===== config.mk =====
export PLATFORM = sky130hd
export DESIGN_NAME = pipe_ctrl_regs
export DESIGN_NICKNAME = d
export VERILOG_FILES = /design/src/rtl/mips_pkg.sv /design/src/rtl/flopenrc.sv /design/src/rtl/pipe_ctrl_regs.sv
export SDC_FILE = /design/constraint.sdc
export NUM_CORES = 1
export LEC_CHECK = 0
export ABC_AREA = 1
export ABC_CLOCK_PERIOD_IN_PS = 1680
export CORE_MARGIN = 2
export CORE_UTILIZATION = 40
export CTS_CLUSTER_SIZE = 24
export DETAILED_ROUTE_END_ITERATION = 6
export PLACE_DENSITY = 0.76
export SYNTH_ARGS = -nofsm -noshare
export SYNTH_HDL_FRONTEND = slang
export SYNTH_HIERARCHICAL = 1
export SYNTH_SLANG_ARGS = --single-unit

===== constraint.sdc =====
create_clock -name clk -period 1.68 [get_ports clk]
set_input_delay 0.252 -clock clk [delete_from_list [all_inputs] [get_ports clk]]
set_output_delay 0.252 -clock clk [all_outputs]
set_load 0.05 [all_outputs]

===== src/rtl/mips_pkg.sv =====
// Shared types and instruction field positions for the MIPS pipeline register bank.
package mips_pkg;

  typedef struct packed {
    logic regwrite;
    logic memtoreg;
    logic memwrite;
    logic regdst;
    logic valid;
  } ctrl_t;

  localparam ctrl_t CTRL_BUBBLE = '0;

  localparam int REG_W  = 5;
  localparam int RS_MSB = 25;
  localparam int RS_LSB = 21;
  localparam int RT_MSB = 20;
  localparam int RT_LSB = 16;
  localparam int RD_MSB = 15;
  localparam int RD_LSB = 11;

endpackage


===== src/rtl/flopenrc.sv =====
// Flop with enable and synchronous clear; clear only acts on enabled cycles.
module flopenrc #(
  parameter int DATA_W = 8
) (
  input  logic              clk,
  input  logic              rst_n,
  input  logic              en,
  input  logic              clr,
  input  logic [DATA_W-1:0] d,
  output logic [DATA_W-1:0] q
);

  always_ff @(posedge clk or negedge rst_n) begin
    if (!rst_n) begin
      q <= '0;
    end else if (en) begin
      q <= clr ? '0 : d;
    end
  end

endmodule


===== src/rtl/pipe_ctrl_regs.sv =====
// Stage-register bank for the 5-stage MIPS core: PC, IR, E/M/W control and
// register-index fields, plus cycle/retire/stall performance counters.
module pipe_ctrl_regs
  import mips_pkg::*;
#(
  parameter logic [31:0] RESET_PC = 32'h0000_0000
) (
  input  logic             clk,
  input  logic             rst_n,
  input  logic [31:0]      pcnextF,
  input  logic [31:0]      instrF,
  input  logic             stallF,
  input  logic             stallD,
  input  logic             flushE,
  input  logic             pcsrcD,
  input  logic             regwriteD,
  input  logic             memtoregD,
  input  logic             memwriteD,
  input  logic             regdstD,
  output logic [31:0]      pcF,
  output logic [31:0]      instrD,
  output logic [31:0]      pcplus4D,
  output logic [REG_W-1:0] rsD,
  output logic [REG_W-1:0] rtD,
  output logic [REG_W-1:0] rsE,
  output logic [REG_W-1:0] rtE,
  output logic [REG_W-1:0] writeregE,
  output logic             regwriteE,
  output logic             memtoregE,
  output logic             memwriteE,
  output logic [REG_W-1:0] writeregM,
  output logic [REG_W-1:0] writeregW,
  output logic             regwriteM,
  output logic             memtoregM,
  output logic             memwriteM,
  output logic             regwriteW,
  output logic             memtoregW,
  output logic             retireW,
  output logic [31:0]      cyc_cnt,
  output logic [31:0]      ret_cnt,
  output logic [31:0]      stl_cnt
);

  localparam int D_W = 32 + 32 + 1;
  localparam int E_W = $bits(ctrl_t) + 3 * REG_W;

  logic             validD;
  logic [REG_W-1:0] rdD;
  logic [D_W-1:0]   qD;
  ctrl_t            ctrlD;
  ctrl_t            ctrlE;
  logic [REG_W-1:0] rdE;
  logic [E_W-1:0]   qE;
  logic             validM;
  logic             validW;
  logic [31:0]      cycCnt;
  logic [31:0]      retCnt;
  logic [31:0]      stlCnt;

  // F stage
  always_ff @(posedge clk or negedge rst_n) begin
    if (!rst_n) begin
      pcF <= RESET_PC;
    end else if (!stallF) begin
      pcF <= pcnextF;
    end
  end

  // D stage: stall holds, a taken branch loads a bubble
  flopenrc #(.DATA_W(D_W)) uStageD (
    .clk   (clk),
    .rst_n (rst_n),
    .en    (~stallD),
    .clr   (pcsrcD),
    .d     ({instrF, pcF + 32'd4, 1'b1}),
    .q     (qD)
  );

  assign {instrD, pcplus4D, validD} = qD;
  assign rsD = instrD[RS_MSB:RS_LSB];
  assign rtD = instrD[RT_MSB:RT_LSB];
  assign rdD = instrD[RD_MSB:RD_LSB];
  assign ctrlD = '{regwrite: regwriteD, memtoreg: memtoregD, memwrite: memwriteD,
                   regdst: regdstD, valid: validD};

  // E stage
  flopenrc #(.DATA_W(E_W)) uStageE (
    .clk   (clk),
    .rst_n (rst_n),
    .en    (1'b1),
    .clr   (flushE),
    .d     ({ctrlD, rsD, rtD, rdD}),
    .q     (qE)
  );

  assign {ctrlE, rsE, rtE, rdE} = qE;
  assign regwriteE = ctrlE.regwrite;
  assign memtoregE = ctrlE.memtoreg;
  assign memwriteE = ctrlE.memwrite;
  assign writeregE = ctrlE.regdst ? rdE : rtE;

  // M and W stages always advance
  always_ff @(posedge clk or negedge rst_n) begin
    if (!rst_n) begin
      writeregM <= '0;
      regwriteM <= 1'b0;
      memtoregM <= 1'b0;
      memwriteM <= 1'b0;
      validM    <= 1'b0;
      writeregW <= '0;
      regwriteW <= 1'b0;
      memtoregW <= 1'b0;
      validW    <= 1'b0;
    end else begin
      writeregM <= writeregE;
      regwriteM <= ctrlE.regwrite;
      memtoregM <= ctrlE.memtoreg;
      memwriteM <= ctrlE.memwrite;
      validM    <= ctrlE.valid;
      writeregW <= writeregM;
      regwriteW <= regwriteM;
      memtoregW <= memtoregM;
      validW    <= validM;
    end
  end

  assign retireW = validW;

  always_ff @(posedge clk or negedge rst_n) begin
    if (!rst_n) begin
      cycCnt <= '0;
      retCnt <= '0;
      stlCnt <= '0;
    end else begin
      cycCnt <= cycCnt + 32'd1;
      if (retireW) retCnt <= retCnt + 32'd1;
      if (stallD)  stlCnt <= stlCnt + 32'd1;
    end
  end

  assign cyc_cnt = cycCnt;
  assign ret_cnt = retCnt;
  assign stl_cnt = stlCnt;

endmodule

-- Yosys cells after proc, flatten, opt, wreduce, memory -nomap -nowiden
Cells that the tools add are included.
- bits of input ports: 74
- logic and storage cells: 22
- output and inout port bits: 236
- register bits: 230
- muxes and demuxes: 3
- add/subtract/negate cells: 4
- operators with widths (cell ; count):
    $add 32x1->32 const B ; 3
    $mux 65 ; 1
    $add 32x3->32 const B ; 1
    $mux 20 ; 1
    $mux 5 ; 1

-- Depth between registers and ports, before layout
Gate-level depths: netlist (run 1).
- depth in word-level cells: 2
- mapped depth: 10

-- Hierarchy
Netlist (run 1), hierarchy kept.
- modules (own cells, without submodules) (module ; cells an instance ; instances ; area an instance (um2) ; seq. area each (um2)):
    pipe_ctrl_regs ; 905 ; 1 ; 7586.0 ; 3628.5
    flopenrc (uStageD) ; 283 ; 1 ; 2621.3 ; 1626.6
    flopenrc (uStageE) ; 88 ; 1 ; 820.8 ; 500.5

-- Least setup slack after synthesis (run 1)
Ideal clock, no wire load.
- path type: register to register
- start point: register pcF[3]
- end point: register uStageD.q[17]
- setup time: 0.118 ns
- path slack: -0.220 ns
- required time: 1.562 ns
- stages on the path, launching flop included: 8
- arrival time: 1.782 ns
- clock period less this slack: 1.900 ns
- path through: dfrtp_1 > ha_1 > nand3_2 > nor2_1 > nand3_1 > xor2_1 > nand3_1 > nand2_1
- longest elaborated chain between the ends: 2
- RTL lines (what ; RTL line ; source):
    start: declaration ; pipe_ctrl_regs.sv:20 ; output logic [31:0] pcF,
    start signal: assignment ; pipe_ctrl_regs.sv:65 ; pcF <= pcnextF;
    $add 32x3->32 ; pipe_ctrl_regs.sv:75 ; .d ({instrF, pcF + 32'd4, 1'b1}),
    $mux 65 ; flopenrc.sv:17 ; q <= clr ? '0 : d;
    end signal: assignment ; flopenrc.sv:17 ;
    end: declaration ; flopenrc.sv:10 ; output logic [DATA_W-1:0] q
Every way passes these cells.
A chain may end at the register's enable or synchronous reset.

-- Final worst setup path (run 1)
- start point: register uStageE.q[16]
- end point: output port writeregE[4]
- longest elaborated chain between the ends: 1
- RTL lines (what ; RTL line ; source):
    start: declaration ; flopenrc.sv:10 ;
    start signal: assignment ; flopenrc.sv:17 ;
    $mux 5 ; pipe_ctrl_regs.sv:100 ; assign writeregE = ctrlE.regdst ? rdE : rtE;
    end: declaration ; pipe_ctrl_regs.sv:27 ; output logic [REG_W-1:0] writeregE,
Every way passes these cells.

==> run_results.csv, run 1 <==
group,metric,value,unit
global_routing,grt_first_pass_wirelength,52.1,mm
floorplanning,die_x,170,um
critical_path,worstSetupEndpointType,"output port",
clock_network,total_cts_buffers,26,
power,vdd_ir_drop_max,0.788,mV
finish,syn_to_final_growth,38.0,%
synthesis,sequential_element_share_of_the_synthesized_area,0.522,
clock_network,cts_buffer_depth,3,
floorplanning,floorplan.io_pins,310,
synthesis,synth-seq-cells,230,
global_routing,track_usage,0.224,
timing,hold_ws,0.220,ns
route,via_count,10000,
finish,layout.cells.most_common_list,"nand2_1, buf_4, dfrtp_1",
power,cellLeakagePower,7.63,nW
synthesis,syn_avg_cell_area,8.64,um^2
finish,antenna-diode-count,0,
timing,finalWorstPathRequiredPeriod,1.77,ns
floorplanning,floorplan.core_area,27000,um^2
synthesis,post_synth_inst_count,1276,
floorplanning,die_area,28900,um^2
placement,dpl.hpwl,24.5,mm
synthesis,synth_warnings,6,
synthesis,netlist-cell-type-count,30,
floorplanning,floorplan.initialDensity,0.408,
global_routing,antenna_violations_before_repair,0,
status,violations,"negative setup slack",
clock_network,clock_pin_slew_reported_for_the_worst_setup_and_hold_paths_after_clock_tree_synthesis,0.06,ns
timing,clock.fmax,564,MHz
finish,fin_nets,1701,
timing,timing.final.hold_violations,0,
job,cap_violations,0,
power,pwr_density_cell,1070,nW/um^2
critical_path,worst_ep_arrival,1.52,ns
timing,timing.slew.headroom,0.592,
finish,drive_above_1_share,0.263,
critical_path,crit_path_max_fanout,6,
floorplanning,rows,60,
synthesis,edff_count_synth,0,
critical_path,worst_setup_path_start_kind,"flip-flop",
finish,filler_cell_count_in_the_final_layout,2421,
global_routing,grt-ovfl-total,0,
status,status,"finished with violations",
route,finalWirelength,32.7,mm
global_routing,grt_max_degree,56,
timing,clock-skew-final,0.0222,ns
synthesis,post_synth_top_flop,"dfrtp_1",
route,vias_per_cell,5.06,
timing,setup_viol,5,
critical_path,ff2ff_setup_slack,0.12,ns
route,dr.first_iter.drc_count,728,
min_path,classification_of_the_worst_slack_hold_path,"primary input to async pin",
clock_network,clock-root-buffer,"clkbuf_16",
route,routed_length_per_instance,16.5,um
timing,fin_ws,-0.0935,ns
floorplanning,die_h,170,um
placement,gpl.final_weighted_congestion,0.920,
finish,layout.cells.most_common,"nand2_1",
route,remaining_drc_errors,0,
timing,tns,-0.440,ns
timing,share_of_the_cycle_needed_by_the_critical_path_after_routing,1.06,
global_routing,vias_in_the_first_global_route,9873,
clock_network,h-tree-depth,1,
timing,worst_pin_slew,0.612,ns
critical_path,worst-setup-path-type,"flip-flop to output port",
power,total_power,16.4,mW
clock_network,numClockSinks,230,
critical_path,cp_data_required_time,1.43,ns
clock_network,skew_pair_late_insertion_delay,0.54,ns
placement,place_worst_setup_slack,-0.00538,ns
synthesis,mappedNetlistArea,11000,um^2
route,antenna_violating_nets_post_route,0,
route,first_pass_iters,5,
timing,rsz0062_at_grt,"yes",
clock_network,cts_tree,"built",
timing,report.final.slew_viol_count,0,
synthesis,async_set_or_reset_register_ratio_after_synthesis,1.00,
placement,place.port_buffers,309,
[per-layer routing]
metal  up-vias  track usage  share of wire
li1       4752            -              -
met1      4818        0.284           0.41
met2       394        0.388           0.49
met3        66       0.0481          0.070
met4         0       0.0617          0.028
met5         -            0              0
[metrics by stage]
step	util	area, um^2	instances
6_report	0.563	15200	1983
2_1_floorplan	-	11100	1279
3_5_place_dp	0.523	14100	1932
3_3_place_gp	0.523	14100	1932
5_1_grt	0.563	15200	1983
4_1_cts	0.560	15100	1981
[final cells by class]
class / instances / area (um^2) / share of cell area
Clock buffer: 33 / 717 / 0.0471
Clock inverter: 14 / 211 / 0.0139
Inverter: 86 / 325 / 0.0214
Multi-Input combinational cell: 918 / 4700 / 0.309
Sequential cell: 230 / 5780 / 0.380
Tap cell: 341 / 427 / 0.0280
Timing Repair Buffer: 361 / 3060 / 0.201
[critical path, stage by stage (launching register included)]
cell	delay, ns
dfrtp_2	0.48
mux2_4	0.34
buf_6	0.16
[state kept, by name (all words and copies together) (netlist names)]
signal	flops
stl_cnt	32
cyc_cnt	32
uStageD/q	65
memtoregM	1
ret_cnt	32
regwriteW	1
regwriteM	1
retireW	1
writeregM	5
memtoregW	1
writeregW	5
memwriteM	1
uStageE/q	20
pcF	32
validM	1
[worst paths after layout]
kind / startpoint / endpoint / depth (start not counted)
hold / removal: rst_n / stl_cnt[30]$_DFFE_PN0P_ / 2
setup / recovery: uStageE/q[16]$_DFFE_PN0P_ / writeregE[4] / 2
hold reg to reg: validM$_DFF_PN0_ / retireW$_DFF_PN0_ / 0
min in group clk: instrF[26] / uStageD/q[59]$_DFFE_PN0P_ / 3
max in group asynchronous: rst_n / cyc_cnt[0]$_DFF_PN0_ / 3
setup reg to reg: pcF[2]$_DFFE_PN0N_ / uStageD/q[27]$_DFFE_PN0P_ / 11
[where the power goes]
group	total (mW)	switching, mW	internal, mW	leakage [nW]
clock network	6.11	2.33	3.78	0.454
logic	3.82	2.62	1.20	4.21
registers	6.43	0.445	5.98	2.97
[repair_timing]
| item | in CTS | in global routing |
|---|---|---|
| buffers inserted | 1 | 2 |
| hold buffers | 1 | 0 |
| setup endpoints to repair | 6 | 27 |
| pin swaps | 0 | 1 |
| endpoints found under the hold margin | 67 | 0 |
| resized for setup | 12 | 21 |
| cloned | 0 | 0 |
[synthesized netlist by cell type, types with 4 or more instances]
master,number,area share
nand2_1,423,0.14
ha_1,4,0.0045
nand3_1,139,0.063
nand2_2,8,0.0045
nor3_2,7,0.0064
clkbuf_1,4,0.0014
xor2_1,59,0.047
buf_6,14,0.014
mux2_2,22,0.022
nand4_1,19,0.011
dfrtp_1,230,0.52
nor2_4,5,0.0051
xnor2_1,23,0.018
nor2_2,13,0.0074
buf_2,11,0.0050
inv_2,5,0.0017
nor3_1,29,0.013
a21oi_1,15,0.0068
nor2_1,121,0.041
buf_4,16,0.011
inv_1,80,0.027
nand3b_1,14,0.0095
nand3_2,5,0.0045
[logic make-up after synthesis]
group | count (synthesis) | share of synthesized area
xor gates and xnor gates | 82 | 0.0651
other | 1 | 0.000340
AOI/OAI and AO/OA | 19 | 0.00885
muxes | 22 | 0.0225
DFF | 230 | 0.522
and+or+nand+nor | 787 | 0.316
buffers and inverters | 131 | 0.0610
adders and majority gates | 4 | 0.00454
No activity file was read; power rests on OpenSTA's default activity.
==> run 2, diff against run 1 <==
- CORE_UTILIZATION: 40 -> 48
- PLACE_DENSITY: 0.76 -> 0.87
==> run_results.csv, run 2 (synthesized netlist as in run 1, its figures left out) <==
group,metric,value,unit
status,status,"finished with violations",
status,violations,"negative setup slack",
critical_path,cp_data_required_time,1.43,ns
placement,gpl.final_weighted_congestion,0.931,
floorplanning,floorplan.core_area,22600,um^2
power,comb_power_share,0.244,
critical_path,worst_setup_path_start_kind,"flip-flop",
global_routing,grt-ovfl-total,0,
route,via_count,10100,
timing,timing.slew.headroom,0.651,
timing,worst_pin_slew,0.523,ns
route,routed_length_per_instance,16.8,um
power,pwr_density_cell,1040,nW/um^2
finish,syn_to_final_growth,34.9,%
global_routing,grt_first_pass_wirelength,50.8,mm
min_path,classification_of_the_worst_slack_hold_path,"primary input to async pin",
floorplanning,die_x,156,um
global_routing,grt_max_degree,61,
clock_network,cts_buffer_depth,3,
global_routing,vias_in_the_first_global_route,10100,
finish,filler_cell_count_in_the_final_layout,1753,
power,internal-power,10.2,mW
critical_path,crit_path_max_fanout,6,
floorplanning,rows,55,
finish,layout.cells.most_common_list,"nand2_1, buf_4, dfrtp_1",
route,finalWirelength,31.9,mm
clock_network,h-tree-depth,1,
finish,fin_nets,1682,
finish,antenna-diode-count,0,
critical_path,worstSetupEndpointType,"output port",
critical_path,worst-setup-path-type,"flip-flop to output port",
timing,clock-skew-final,0.0120,ns
placement,place.port_buffers,309,
timing,fin_ws,-0.0585,ns
critical_path,worst_ep_arrival,1.49,ns
placement,dpl.hpwl,23.5,mm
finish,fin_util,0.659,
job,cap_violations,0,
route,antenna_violating_nets_post_route,0,
floorplanning,floorplan.initialDensity,0.489,
timing,rsz0062_at_grt,"yes",
timing,report.final.slew_viol_count,0,
floorplanning,die_area,24200,um^2
power,netSwitchingFraction,0.340,
route,first_pass_iters,5,
clock_network,clock-root-buffer,"clkbuf_16",
timing,hold_ws,0.219,ns
route,remaining_drc_errors,0,
power,vdd_ir_drop_max,0.711,mV
floorplanning,floorplan.io_pins,310,
timing,share_of_the_cycle_needed_by_the_critical_path_after_routing,1.03,
clock_network,total_cts_buffers,25,
timing,clock.fmax,575,MHz
floorplanning,die_h,156,um
global_routing,track_usage,0.260,
clock_network,clock_pin_slew_reported_for_the_worst_setup_and_hold_paths_after_clock_tree_synthesis,0.06,ns
finish,drive_above_1_share,0.254,
power,clkPwrFrac,0.338,
finish,register_area,5780,um^2
clock_network,skew_pair_late_insertion_delay,0.52,ns
power,power.sequential.fraction,0.418,
power,total_power,15.5,mW
route,dr.first_iter.drc_count,709,
power,power.switching,5.26,mW
clock_network,cts_tree,"built",
timing,setup_viol,5,
finish,max_flop_register,"uStageD/q",
finish,largest_register_ffs,65,
finish,layout.cells.most_common,"nand2_1",
power,cellLeakagePower,7.46,nW
finish,multi_input_logic_area,4730,um^2
timing,timing.final.hold_violations,0,
timing,finalWorstPathRequiredPeriod,1.74,ns
clock_network,numClockSinks,230,
global_routing,antenna_violations_before_repair,0,
route,vias_per_cell,5.29,
run 2: changes by cell type in the layout (fill, tap and decap cells not counted), moves of 3 or more:
cell       change
buf_4         -17
nor3_2         -3
clkinv_2       -3
clkbuf_1       +6
bufinv_16      -4
nor2_1         -4
nor2_2         +3
run 2: worst paths after layout:
check / start / endpoint / slack [ns] / cells after the start
setup / recovery: uStageE/q[16]$_DFFE_PN0P_ / writeregE[3] / -0.06 / 2
hold / removal: rst_n / pcF[14]$_DFFE_PN0N_ / 0.22 / 2
setup reg to reg: pcF[6]$_DFFE_PN0N_ / uStageD/q[20]$_DFFE_PN0P_ / 0.08 / 7
hold reg to reg: validM$_DFF_PN0_ / retireW$_DFF_PN0_ / 0.36 / 0
max in group asynchronous: rst_n / cyc_cnt[0]$_DFF_PN0_ / 0.77 / 3
min in group clk: pcnextF[4] / pcF[4]$_DFFE_PN0N_ / 0.29 / 3
run 2: critical path: stages (launching register included):
cell,delay (ns)
dfrtp_2,0.48
mux2_4,0.34
buf_6,0.16
run 2: timing repair:
item	4_1_cts	5_1_grt
pin swaps	0	3
endpoints found under the setup margin	7	33
resized for setup	8	36
setup buffers	0	3
endpoints found under the hold margin	60	0
hold buffers	1	0
run 2: layout make-up:
type | count | share of cell area
Tap cell | 285 | 0.0240
Inverter | 86 | 0.0219
Timing Repair Buffer | 343 | 0.196
Clock inverter | 5 | 0.00362
Clock buffer | 38 | 0.0480
Multi-Input combinational cell | 918 | 0.318
Sequential cell | 230 | 0.389
run 2: layer usage:
layer / up-vias / global-route usage / part of all wire
li1: 4708 / - / -
met1: 4804 / 0.322 / 0.40
met2: 456 / 0.443 / 0.49
met3: 102 / 0.0556 / 0.071
met4: 0 / 0.106 / 0.044
met5: - / 0 / 0
run 2: power by group through the flow:
stage	Sequential, mW	Combinational [mW]	Clock [mW]
global placement	6.51	3.64	0
floorplan	7.88	0.940	0
detailed placement	6.53	3.70	0
global route	6.52	3.99	5.57
finish	6.46	3.78	5.23
CTS	6.44	3.73	5.35
run 2: stage by stage:
step	setup WS [ns]	cell area, um^2	TNS (ns)	std cells
6_report	-0.0585	14900	-0.279	1905
3_5_place_dp	0.00222	13900	0	1858
2_1_floorplan	-0.0357	11100	-0.0357	1279
3_3_place_gp	0.0432	13900	0	1858
5_1_grt	-0.103	14900	-0.576	1905
4_1_cts	-0.0699	14700	-0.338	1902
